[src/rtl/mpt_walk_arbiter.sv]
// +-----------------------------------------------------------------------------+
// | mpt_walk_arbiter: round-robin arbiter sharing one MPT walker among NUM_REQ  |
// | requesters, with a WAIT timeout and a flush pass-through. Revision 1.0      |
// +-----------------------------------------------------------------------------+
`default_nettype none

module mpt_walk_arbiter #(
  parameter int NUM_REQ        = 2,
  parameter int TIMEOUT_CYCLES = 256,
  parameter int PLEN           = 34,
  parameter int TLB_ENTRY_LEN  = 64,
  parameter int ACCESS_W       = 2,
  parameter int FORMAT_W       = 3
) (
  input  logic                               clk_i,
  input  logic                               rst_ni,
  input  logic                               flush_i,
  input  logic [NUM_REQ-1:0]                 req_valid_i,
  output logic [NUM_REQ-1:0]                 req_ready_o,
  input  logic [NUM_REQ-1:0][PLEN-1:0]       req_paddr_i,
  input  logic [NUM_REQ-1:0][ACCESS_W-1:0]   req_access_i,
  output logic [NUM_REQ-1:0]                 rsp_valid_o,
  output logic                               rsp_allow_o,
  output logic                               rsp_fault_o,
  output logic                               rsp_timeout_o,
  output logic [FORMAT_W-1:0]                rsp_format_o,
  output logic [TLB_ENTRY_LEN-1:0]           rsp_tlb_entry_o,
  output logic                               ptw_enable_o,
  output logic                               addr_valid_o,
  output logic [PLEN-1:0]                    paddr_o,
  output logic [ACCESS_W-1:0]                access_type_o,
  output logic                               flush_o,
  input  logic                               ptw_busy_i,
  input  logic                               ptw_valid_i,
  input  logic                               access_page_fault_i,
  input  logic [FORMAT_W-1:0]                format_error_i,
  input  logic                               allow_i,
  input  logic [TLB_ENTRY_LEN-1:0]           tlb_entry_i
);

  localparam int PTR_W = (NUM_REQ > 1) ? $clog2(NUM_REQ) : 1;
  localparam int CNT_W = $clog2(TIMEOUT_CYCLES);
  localparam logic [PTR_W-1:0] PTR_LAST = PTR_W'(NUM_REQ - 1);
  localparam logic [CNT_W-1:0] CNT_LAST = CNT_W'(TIMEOUT_CYCLES - 1);

  typedef enum logic [1:0] {
    S_IDLE  = 2'd0,
    S_ISSUE = 2'd1,
    S_WAIT  = 2'd2,
    S_RESP  = 2'd3
  } state_e;

  state_e                   state_q, state_d;
  logic [PTR_W-1:0]         rr_ptr_q, rr_ptr_d;
  logic [PTR_W-1:0]         owner_q, owner_d;
  logic [CNT_W-1:0]         cnt_q, cnt_d;
  logic [PLEN-1:0]          paddr_q, paddr_d;
  logic [ACCESS_W-1:0]      access_q, access_d;
  logic                     ptw_en_q, ptw_en_d;
  logic                     addr_valid_q, addr_valid_d;
  logic [NUM_REQ-1:0]       rsp_valid_q, rsp_valid_d;
  logic                     rsp_allow_q, rsp_allow_d;
  logic                     rsp_fault_q, rsp_fault_d;
  logic                     rsp_timeout_q, rsp_timeout_d;
  logic [FORMAT_W-1:0]      rsp_format_q, rsp_format_d;
  logic [TLB_ENTRY_LEN-1:0] rsp_tlb_q, rsp_tlb_d;

  logic                     gnt_found;
  logic [PTR_W-1:0]         gnt_idx;
  logic                     walk_done;
  logic                     unused_busy;

  // Busy is informational only; completion is judged from the result strobes.
  assign unused_busy = ptw_busy_i;
  assign walk_done   = ptw_valid_i | access_page_fault_i | (format_error_i != '0);

  always_comb begin
    logic [PTR_W-1:0] cand;
    gnt_found = 1'b0;
    gnt_idx   = '0;
    cand      = rr_ptr_q;
    for (int i = 0; i < NUM_REQ; i++) begin
      if (!gnt_found && req_valid_i[cand]) begin
        gnt_found = 1'b1;
        gnt_idx   = cand;
      end
      cand = (cand == PTR_LAST) ? '0 : cand + 1'b1;
    end
  end

  assign req_ready_o = (rst_ni && !flush_i && state_q == S_IDLE && gnt_found)
                       ? (NUM_REQ'(1) << gnt_idx) : '0;

  always_comb begin
    state_d       = state_q;
    rr_ptr_d      = rr_ptr_q;
    owner_d       = owner_q;
    cnt_d         = cnt_q;
    paddr_d       = paddr_q;
    access_d      = access_q;
    rsp_allow_d   = rsp_allow_q;
    rsp_fault_d   = rsp_fault_q;
    rsp_timeout_d = rsp_timeout_q;
    rsp_format_d  = rsp_format_q;
    rsp_tlb_d     = rsp_tlb_q;

    if (flush_i) begin
      state_d = S_IDLE;
      cnt_d   = '0;
    end else begin
      case (state_q)
        S_IDLE: begin
          if (gnt_found) begin
            owner_d  = gnt_idx;
            paddr_d  = req_paddr_i[gnt_idx];
            access_d = req_access_i[gnt_idx];
            rr_ptr_d = (gnt_idx == PTR_LAST) ? '0 : gnt_idx + 1'b1;
            state_d  = S_ISSUE;
          end
        end
        S_ISSUE: begin
          cnt_d   = '0;
          state_d = S_WAIT;
        end
        S_WAIT: begin
          // A real completion takes precedence over an expiring counter.
          if (walk_done) begin
            rsp_allow_d   = allow_i;
            rsp_fault_d   = access_page_fault_i;
            rsp_timeout_d = 1'b0;
            rsp_format_d  = format_error_i;
            rsp_tlb_d     = tlb_entry_i;
            state_d       = S_RESP;
          end else if (cnt_q == CNT_LAST) begin
            rsp_allow_d   = 1'b0;
            rsp_fault_d   = 1'b1;
            rsp_timeout_d = 1'b1;
            rsp_format_d  = '0;
            rsp_tlb_d     = '0;
            state_d       = S_RESP;
          end else begin
            cnt_d = cnt_q + 1'b1;
          end
        end
        S_RESP:  state_d = S_IDLE;
        default: state_d = S_IDLE;
      endcase
    end

    ptw_en_d     = (state_d == S_ISSUE) || (state_d == S_WAIT);
    addr_valid_d = (state_d == S_ISSUE);
    rsp_valid_d  = (state_d == S_RESP) ? (NUM_REQ'(1) << owner_d) : '0;
  end

  always_ff @(posedge clk_i or negedge rst_ni) begin
    if (!rst_ni) begin
      state_q       <= S_IDLE;
      rr_ptr_q      <= '0;
      owner_q       <= '0;
      cnt_q         <= '0;
      paddr_q       <= '0;
      access_q      <= '0;
      ptw_en_q      <= 1'b0;
      addr_valid_q  <= 1'b0;
      rsp_valid_q   <= '0;
      rsp_allow_q   <= 1'b0;
      rsp_fault_q   <= 1'b0;
      rsp_timeout_q <= 1'b0;
      rsp_format_q  <= '0;
      rsp_tlb_q     <= '0;
    end else begin
      state_q       <= state_d;
      rr_ptr_q      <= rr_ptr_d;
      owner_q       <= owner_d;
      cnt_q         <= cnt_d;
      paddr_q       <= paddr_d;
      access_q      <= access_d;
      ptw_en_q      <= ptw_en_d;
      addr_valid_q  <= addr_valid_d;
      rsp_valid_q   <= rsp_valid_d;
      rsp_allow_q   <= rsp_allow_d;
      rsp_fault_q   <= rsp_fault_d;
      rsp_timeout_q <= rsp_timeout_d;
      rsp_format_q  <= rsp_format_d;
      rsp_tlb_q     <= rsp_tlb_d;
    end
  end

  assign rsp_valid_o     = rsp_valid_q;
  assign rsp_allow_o     = rsp_allow_q;
  assign rsp_fault_o     = rsp_fault_q;
  assign rsp_timeout_o   = rsp_timeout_q;
  assign rsp_format_o    = rsp_format_q;
  assign rsp_tlb_entry_o = rsp_tlb_q;
  assign ptw_enable_o    = ptw_en_q;
  assign addr_valid_o    = addr_valid_q;
  assign paddr_o         = paddr_q;
  assign access_type_o   = access_q;
  assign flush_o         = flush_i;

endmodule

`default_nettype wire

[config.mk]
export PLATFORM = sky130hd
export DESIGN_NAME = mpt_walk_arbiter
export DESIGN_NICKNAME = d
export VERILOG_FILES = /design/src/rtl/mpt_walk_arbiter.sv
export SDC_FILE = /design/constraint.sdc
export NUM_CORES = 1
export LEC_CHECK = 0
export BUFFER_PORTS_ARGS = -buffer_cell sky130_fd_sc_hd__buf_2
export CORE_ASPECT_RATIO = 0.75
export CORE_MARGIN = 1
export CORE_UTILIZATION = 30
export DETAILED_ROUTE_END_ITERATION = 7
export GPL_TIMING_DRIVEN = 0
export PLACE_DENSITY_LB_ADDON = 0.3
export SLEW_MARGIN = 20
export SYNTH_ARGS = -nofsm -noshare
export SYNTH_HDL_FRONTEND = slang
export SYNTH_SLANG_ARGS = --single-unit
export TNS_END_PERCENT = 50
[constraint.sdc]
create_clock -name clk_i -period 2.7 [get_ports clk_i]
set_input_delay 0.54 -clock clk_i [delete_from_list [all_inputs] [get_ports clk_i]]
set_output_delay 0.54 -clock clk_i [all_outputs]
set_load 0.02 [all_outputs]
# Word level (Yosys, flattened, before mapping)
# Index checks and enable logic that the tools add are counted.
[classes]
addsub = 3
magnitude_cmp = 3
n_eq_ne = 9
n_shift = 2
mux = 37
bitwise = 3
reduce_logical = 14
[op_table]
columns = ["op", "n"]
rows = [
  ["64-bit two-way mux", 2],
  ["34-bit two-way mux", 2],
  ["8-bit two-way mux", 3],
  ["1-bit two-way mux", 18],
  ["2-bit two-way mux", 8],
  ["8-bit case mux with 2 select lines", 1],
  ["3-bit AND reduction", 3],
  ["8-bit by 1-bit adder with 8-bit output (second input constant)", 1],
  ["2-bit == test (second input constant)", 4],
  ["8-bit == test (second input constant)", 1],
  ["2-bit case mux with 4 select lines", 1],
  ["1-bit by 2-bit less-than comparator with 1-bit output (second input constant)", 3],
  ["3-bit two-way mux", 2],
  ["3-bit != test (second input constant)", 2],
  ["3-bit nonzero test", 2],
  ["2-bit by 1-bit == test with 1-bit output (second input constant)", 2],
  ["1-bit logical AND", 4],
  ["1-bit by 1-bit left shift with 2-bit output (first input constant)", 2],
  ["1-bit adder (second input constant)", 2],
  ["1-bit zero test", 2],
  ["2-bit zero test", 1],
  ["1-bit bitwise OR", 2],
  ["2-bit nonzero test", 1],
  ["1-bit logical OR", 1],
  ["1-bit inverter", 1],
]
[word_totals]
regBits = 122
input_bits = 148
output_inout_bits = 113
elab_cells = 85

# Logic depth before layout (Yosys ltp)
# Gate-level depths: netlist of the first run.
[logic_depth]
ltp_word = 11
ltp_mapped = 8
mapped_depth_nobuf = 7

# Least setup slack after synthesis of the first run
# Ideal clock, no wire load.
[synth_path]
path_kind = "input -> output"
start = "in flush_i"
end = "out req_ready_o[0]"
arrival_time_ns = 1.935
t_required_ns = 2.160
slack_ns = 0.225
cell_stages = 6
path_buffers = 3
path_cell_list = "clkbuf_1 nor3b_1 buf_2 buf_2 nand2_1 nor2_1"
[synth_between]
elab_chain_len = 5
[synth_rtl]
columns = ["element", "line_no", "text"]
rows = [
  ["start: declaration", "17", "input logic flush_i,"],
  ["1-bit zero test", "91", "assign req_ready_o = (rst_ni && !flush_i && state_q == S_IDLE && gnt_found)"],
  ["1-bit logical AND (3 in series)", "91", ""],
  ["2-bit two-way mux", "92", "? (NUM_REQ'(1) << gnt_idx) : '0;"],
  ["end: declaration", "19", "output logic [NUM_REQ-1:0] req_ready_o,"],
]
# Every way passes these cells.

# Worst setup path after layout of the first run
[layout_path]
start = "reg state_q[0]"
end = "out req_ready_o[0]"
[layout_between]
elab_chain_len = 4
[layout_rtl]
columns = ["element", "line_no", "text"]
rows = [
  ["start: declaration", "53", "state_e state_q, state_d;"],
  ["start signal: assignment", "172", "state_q <= state_d;"],
  ["2-bit zero test", "91", ""],
  ["1-bit logical AND (2 in series)", "91", ""],
  ["2-bit two-way mux", "92", ""],
]
# Every way passes these cells.

==> run summary, run 1 <==
fin nets: 859
Max Buffers Root-to-Sink: 2
initial DRC count: 216
GR Util All Layers: 17.5%
first-pass GRT wire length: 23000 µm
Top Ports: 261
Max Freq: 403 MHz
critical path endpoint category: output pin
GPL Wtd Cong: 0.820
Die Span Y: 114 µm
CP arrival: 1940 ps
Crit path depth: 8
Post-synth EDFFs: 0
kind of start point of the critical path: register
YS warnings: 0
r2r worst-path depth: 7
post-synth top area share: 60.6%
worst r2r src: state_q[0]
synthesized area per cell: 11.9 µm²
CTS Buf Count: 17
FF+latch count, synth: 122
top cells by area, synth: dfrtp_1 61%, a22o_1 11%, mux2i_1 7.5%
period utilisation layout: 92.0%
total power: 8830 µW
status: completed
Top FF cell, synth: dfrtp_1
final number of setup-violating endpoints: 0
Worst path slowest cell: dfrtp_1
Antenna diodes: 0
syn nets: 577
Root Buffer: clkbuf_16
pin count of the biggest net entering global routing: 79
Post-Syn Area: 5040 µm²
fraction of layout cells with a size suffix above 1: 44.3%
Setup Skew: 9.32 ps
Clock Latency Late Sink: 410 ps
RSZ-0062 raised after global routing: false
H-tree levels: 4
CP bufs+invs: 4
max_cap viols: 0
remaining global-route overflow: 0
vias in the first global route: 4480
Max Fanout on Critical Path: 10
TritonCTS clock tree: yes
DRT Pass-1 Iters: 4
Rel. slew slack: 48.8%
Fin. Hold Viols: 0
clock sinks: 122
port bufs: 259
antenna-violating nets left: 0
Initial Util: 31.1%
Hold Path Class: in -> async
Mapped Cells: 422
Area Growth Syn to Fin: 44.6%
reg2reg end: rsp_tlb_entry_o[8]
pins over their slew limit: 0
library cells used by synthesis: 34
register area share after synthesis: 60.6%
mean routed wirelength per cell: 16.0 µm
Leakage: 0.00371 µW
vias per inst: 4.87
Fill cells: 1552
Core Region: 16200 µm²
Crit Path Category: reg -> out
WP data required: 2160 ps
PD cells: 1210 nW/µm²
DP HPWL: 11100 µm
Clock Pin Slew Worst Setup and Hold Paths: 60 ps
area of the die: 17300 µm²
row cnt: 40
Die Span X: 152 µm
initial antenna violation count: 0
Vias: 4510
crit-path cells: inv_2 -> ha_1 -> nor3b_4 -> buf_6 -> buf_6 -> nand2_1 -> nor2_1 -> buf_2
crit-path max cell delay: 410 ps
Most common cell on crit path: buf_6
final core utilization: 44.9%
setup_tns: 0 ps
Final min period: 2480 ps
routed wire length: 14800 µm
Remaining DRCs: 0
Peak supply drop: 0.764 mV
Post-synth ARST share: 100%
Synth area leader: dfrtp_1
actual transition at the worst max-transition pin: 760 ps
R2R setup slack: 330 ps
cell family with the largest share of critical-path delay: buffers and inverters
cells by family (layout without fill, tap and decap cells):
family | Yosys count | in the layout | synth area share [%]
DFF | 122 | 122 | 60.6
buffers and inverters | 41 | 335 | 3.62
muxes | 41 | 41 | 8.22
adders and majority gates | 7 | 7 | 1.74
and+or+nand+nor | 90 | 90 | 8.04
AOI/OAI and AO/OA | 121 | 121 | 17.8
through the flow:
step                cells  instance area [µm²]  hold slack [ps]  setup slack (ps)
CTS                   924                 7270             49.8              19.5
floorplan             422                 5040              244               225
global route          926                 7290             66.9              29.0
global placement      891                 6600              484             -1040
detailed placement    892                 6630              488              -628
finish                926                 7290             57.0               217
how the worst max path moves through the flow:
stage               startpoint        endpoint  slack, ps
detailed placement     flush_i  req_ready_o[0]       -630
floorplan              flush_i  req_ready_o[0]        220
CTS                 state_q[0]  req_ready_o[0]         20
finish              state_q[0]  req_ready_o[0]        220
global route        state_q[1]  req_ready_o[0]         30
global placement        rst_ni  req_ready_o[1]      -1040
cells in the mapped netlist, types with 2 or more instances:
cell type,instances
a21oi_1,38
nor2_1,49
buf_6,2
a31oi_1,6
ha_1,7
mux2i_1,38
or4_1,2
a31o_2,3
nand2_1,11
o311ai_0,2
mux2_2,3
buf_2,8
nor4_1,3
a22o_1,65
inv_1,8
buf_1,6
nand3_1,8
o2111ai_1,2
and3_1,6
dfrtp_1,122
clkbuf_1,15
nand4_1,6
report_power, final:
part | switching, µW | total [µW] | internal, µW
sequential | 420 | 3030 | 2610
clock | 816 | 2310 | 1490
combinational | 2140 | 3500 | 1360
total | 3380 | 8830 | 5460
metal layers:
metal	track usage, %	routed length, µm	up-vias
li1	-	-	2112
met1	21.3	6130	2157
met2	28.8	7090	224
met3	6.22	1430	17
met4	5.74	183	0
met5	0	0	-
sequential cells by signal (all words and copies together), names as in the netlist:
register,count
access_type_o,2
addr_valid_o,1
cnt_q,8
owner_q,1
paddr_o,34
ptw_enable_o,1
rr_ptr_q,1
rsp_allow_o,1
rsp_fault_o,1
rsp_format_o,3
rsp_timeout_o,1
rsp_tlb_entry_o,64
rsp_valid_o,2
state_q,2
cell type report:
class,instances,area [µm²],area share (%)
Timing Repair Buffer,263,1350,18.6
Multi-Input combinational cell,259,1820,25.0
Buffer,32,164,2.25
Clock buffer,19,453,6.21
Clock inverter,12,149,2.04
Sequential cell,122,3050,41.9
Inverter,9,33.8,0.464
Tap cell,210,263,3.61
what timing repair did:
action | CTS | global route
hold buffers | 0 | 0
endpoints found under the hold margin | 0 | 0
setup buffers | 1 | 2
resized for setup | 8 | 3
setup endpoints to repair | 4 | 9
cells in the final DEF, fill, tap and decap left out, types with 3 or more instances in the layout:
cell type	n
bufinv_16	3
a22o_1	65
and3_1	6
mux2i_1	38
nand4_1	6
clkbuf_1	13
dfrtp_1	122
buf_4	4
clkbuf_16	17
a21oi_1	38
ha_1	7
buf_6	5
nor4_1	3
nand3_1	8
buf_2	264
mux2_2	3
inv_1	7
clkinv_4	3
a31o_2	3
buf_1	6
clkinv_2	5
nor2_1	49
a31oi_1	6
nand2_1	11
Note: power is estimated with default switching activity, not from simulation.
==> run 2: changes to the inputs <==
--- a/config.mk
+++ b/config.mk
@@ -8,7 +8,7 @@
 export BUFFER_PORTS_ARGS = -buffer_cell sky130_fd_sc_hd__buf_2
 export CORE_ASPECT_RATIO = 0.75
 export CORE_MARGIN = 1
-export CORE_UTILIZATION = 30
+export CORE_UTILIZATION = 45
 export DETAILED_ROUTE_END_ITERATION = 7
 export GPL_TIMING_DRIVEN = 0
 export PLACE_DENSITY_LB_ADDON = 0.3
==> run summary, run 2 (synthesis results as in run 1) <==
port bufs: 259 (unchanged)
area of the die: 11600 µm² (-33%)
RSZ-0062 raised after global routing: false
reg2reg end: rsp_tlb_entry_o[19]
Die Span X: 124 µm (-18%)
Max Fanout on Critical Path: 10 (unchanged)
Remaining DRCs: 0 (unchanged)
fraction of layout cells with a size suffix above 1: 43.9% (-0.36 points)
Max Buffers Root-to-Sink: 2 (unchanged)
actual transition at the worst max-transition pin: 681 ps (-79.8 ps)
kind of start point of the critical path: register
PD cells: 1220 nW/µm² (+0.56%)
cell family with the largest share of critical-path delay: buffers and inverters
Peak supply drop: 0.684 mV (-11%)
WP data required: 2160 ps (about the same)
P_int: 5330 µW (-2.4%)
Max Freq: 387 MHz (-4.0%)
routed wire length: 13900 µm (-6.0%)
Clock Latency Late Sink: 410 ps (about the same)
first-pass GRT wire length: 22000 µm (-4.1%)
pin count of the biggest net entering global routing: 66 (-16%)
Initial Util: 46.2% (+15 points)
final cell count without fillers: 855 (-7.7%)
r2r worst-path depth: 7 (unchanged)
Area Growth Syn to Fin: 42.1%
Top Ports: 261 (unchanged)
H-tree levels: 4 (unchanged)
final core utilization: 65.7% (+21 points)
initial antenna violation count: 0 (unchanged)
Rel. slew slack: 54.2% (+5.4 points)
crit-path max cell delay: 520 ps (+110 ps)
row cnt: 33 (-18%)
Root Buffer: clkbuf_16
GPL Wtd Cong: 0.841 (+2.5%)
Clk pwr share: 25.7% (-0.4 points)
P_sw: 3400 µW (+0.74%)
CP bufs+invs: 3 (-1)
Core Region: 10900 µm² (-33%)
Leakage: 0.00369 µW (-0.73%)
final number of setup-violating endpoints: 0 (unchanged)
switching share of power: 39.0% (+0.74 points)
vias per inst: 5.29 (+8.7%)
clock sinks: 122 (unchanged)
initial DRC count: 248 (+15%)
Antenna diodes: 0 (unchanged)
Worst path slowest cell: clkbuf_1
Crit Path Category: reg -> out
remaining global-route overflow: 0 (unchanged)
leading cell type in the layout, fill and taps excluded: buf_2
Fin. Hold Viols: 0 (unchanged)
TritonCTS clock tree: yes
Final WS setup: 113 ps (-104 ps)
DP HPWL: 10400 µm (-6.2%)
worst r2r src: state_q[0]
Largest register FFs: 64 (unchanged)
crit-path cells: inv_1 -> a21boi_1 -> clkbuf_1 -> and3_1 -> buf_2
Gate power share: 39.7% (about the same)
hold buffer count at cts: 0 (unchanged)
critical path endpoint category: output pin
setup_tns: 0 ps (unchanged)
Vias: 4525 (+0.33%)
Setup Skew: 9.12 ps (-0.193 ps)
Hold Path Class: in -> async
Die Span Y: 93.7 µm (-18%)
Clock Pin Slew Worst Setup and Hold Paths: 60 ps (about the same)
Setup WS pre-CTS: -358 ps (+270 ps)
fin nets: 857 (-0.23%)
Final min period: 2590 ps (+104 ps)
vias in the first global route: 4401 (-1.8%)
status: completed
DRT Pass-1 Iters: 4 (unchanged)
Post-Place Cells: 822 (-7.8%)
total power: 8730 µW (-1.2%)
mean routed wirelength per cell: 16.3 µm (+1.8%)
pins over their slew limit: 0 (unchanged)
R2R setup slack: 360 ps (+30 ps)
Fill cells: 838 (-46%)
GR Util All Layers: 24.1% (+6.5 points)
CP arrival: 2050 ps (+110 ps)
period utilisation layout: 95.8% (+3.8 points)
leading cell types in the layout, fill and taps excluded: 264 x buf_2, 122 x dfrtp_1, 65 x a22o_1
antenna-violating nets left: 0 (unchanged)
max_cap viols: 0 (unchanged)
CTS Buf Count: 17 (unchanged)
Flop pwr share: 34.6% (+0.3 points)
==> run 2: cell type report <==
| type | instances | area [µm²] | share of cell area, % |
|---|---|---|---|
| Inverter | 9 | 33.8 | 0.472 |
| Multi-Input combinational cell | 259 | 1820 | 25.3 |
| Clock buffer | 17 | 425 | 5.94 |
| Clock inverter | 15 | 163 | 2.27 |
| Buffer | 32 | 159 | 2.22 |
| Timing Repair Buffer | 261 | 1340 | 18.7 |
| Tap cell | 140 | 175 | 2.45 |
| Sequential cell | 122 | 3050 | 42.6 |
==> run 2: how the worst max path moves through the flow <==
stage | from | to | slack [ps] | depth (start not counted)
detailed placement | flush_i | req_ready_o[0] | -360 | 8
finish | rr_ptr_q | req_ready_o[1] | 110 | 5
global placement | rst_ni | req_ready_o[1] | -940 | 3
floorplan | flush_i | req_ready_o[0] | 220 | 6
CTS | state_q[0] | req_ready_o[0] | 80 | 8
global route | rr_ptr_q | req_ready_o[1] | 6 | 5
==> run 2: repair_timing <==
action | in CTS | in global routing
resized for setup | 3 | 5
setup endpoints to repair | 2 | 38
buffers inserted | 1 | 0
cloned | 0 | 0
hold endpoints to repair | 0 | 0
==> run 2: per-stage QoR <==
| step | instance area [µm²] | hold slack, ps |
|---|---|---|
| CTS | 7150 | 138 |
| floorplan | 5040 | 244 |
| detailed placement | 6550 | 486 |
| finish | 7160 | 115 |
| global placement | 6510 | 478 |
| global route | 7160 | 158 |
==> run 2: metal layers <==
layer	up-vias	track usage [%]	part of all wire, %
met4	0	8.23	2.0
met2	172	40.5	50
met3	26	6.95	6.2
li1	2102	-	-
met5	-	0	0
met1	2225	29.9	42
==> run 2: power groups by stage <==
stage          logic, µW  clock network, µW  registers [µW]
6_report            3470               2240            3020
3_5_place_dp        3480                  0            3020
3_3_place_gp        3360                  0            3000
4_1_cts             3500               2270            3020
2_1_floorplan       1250                  0            3940
5_1_grt             3740               2360            3110
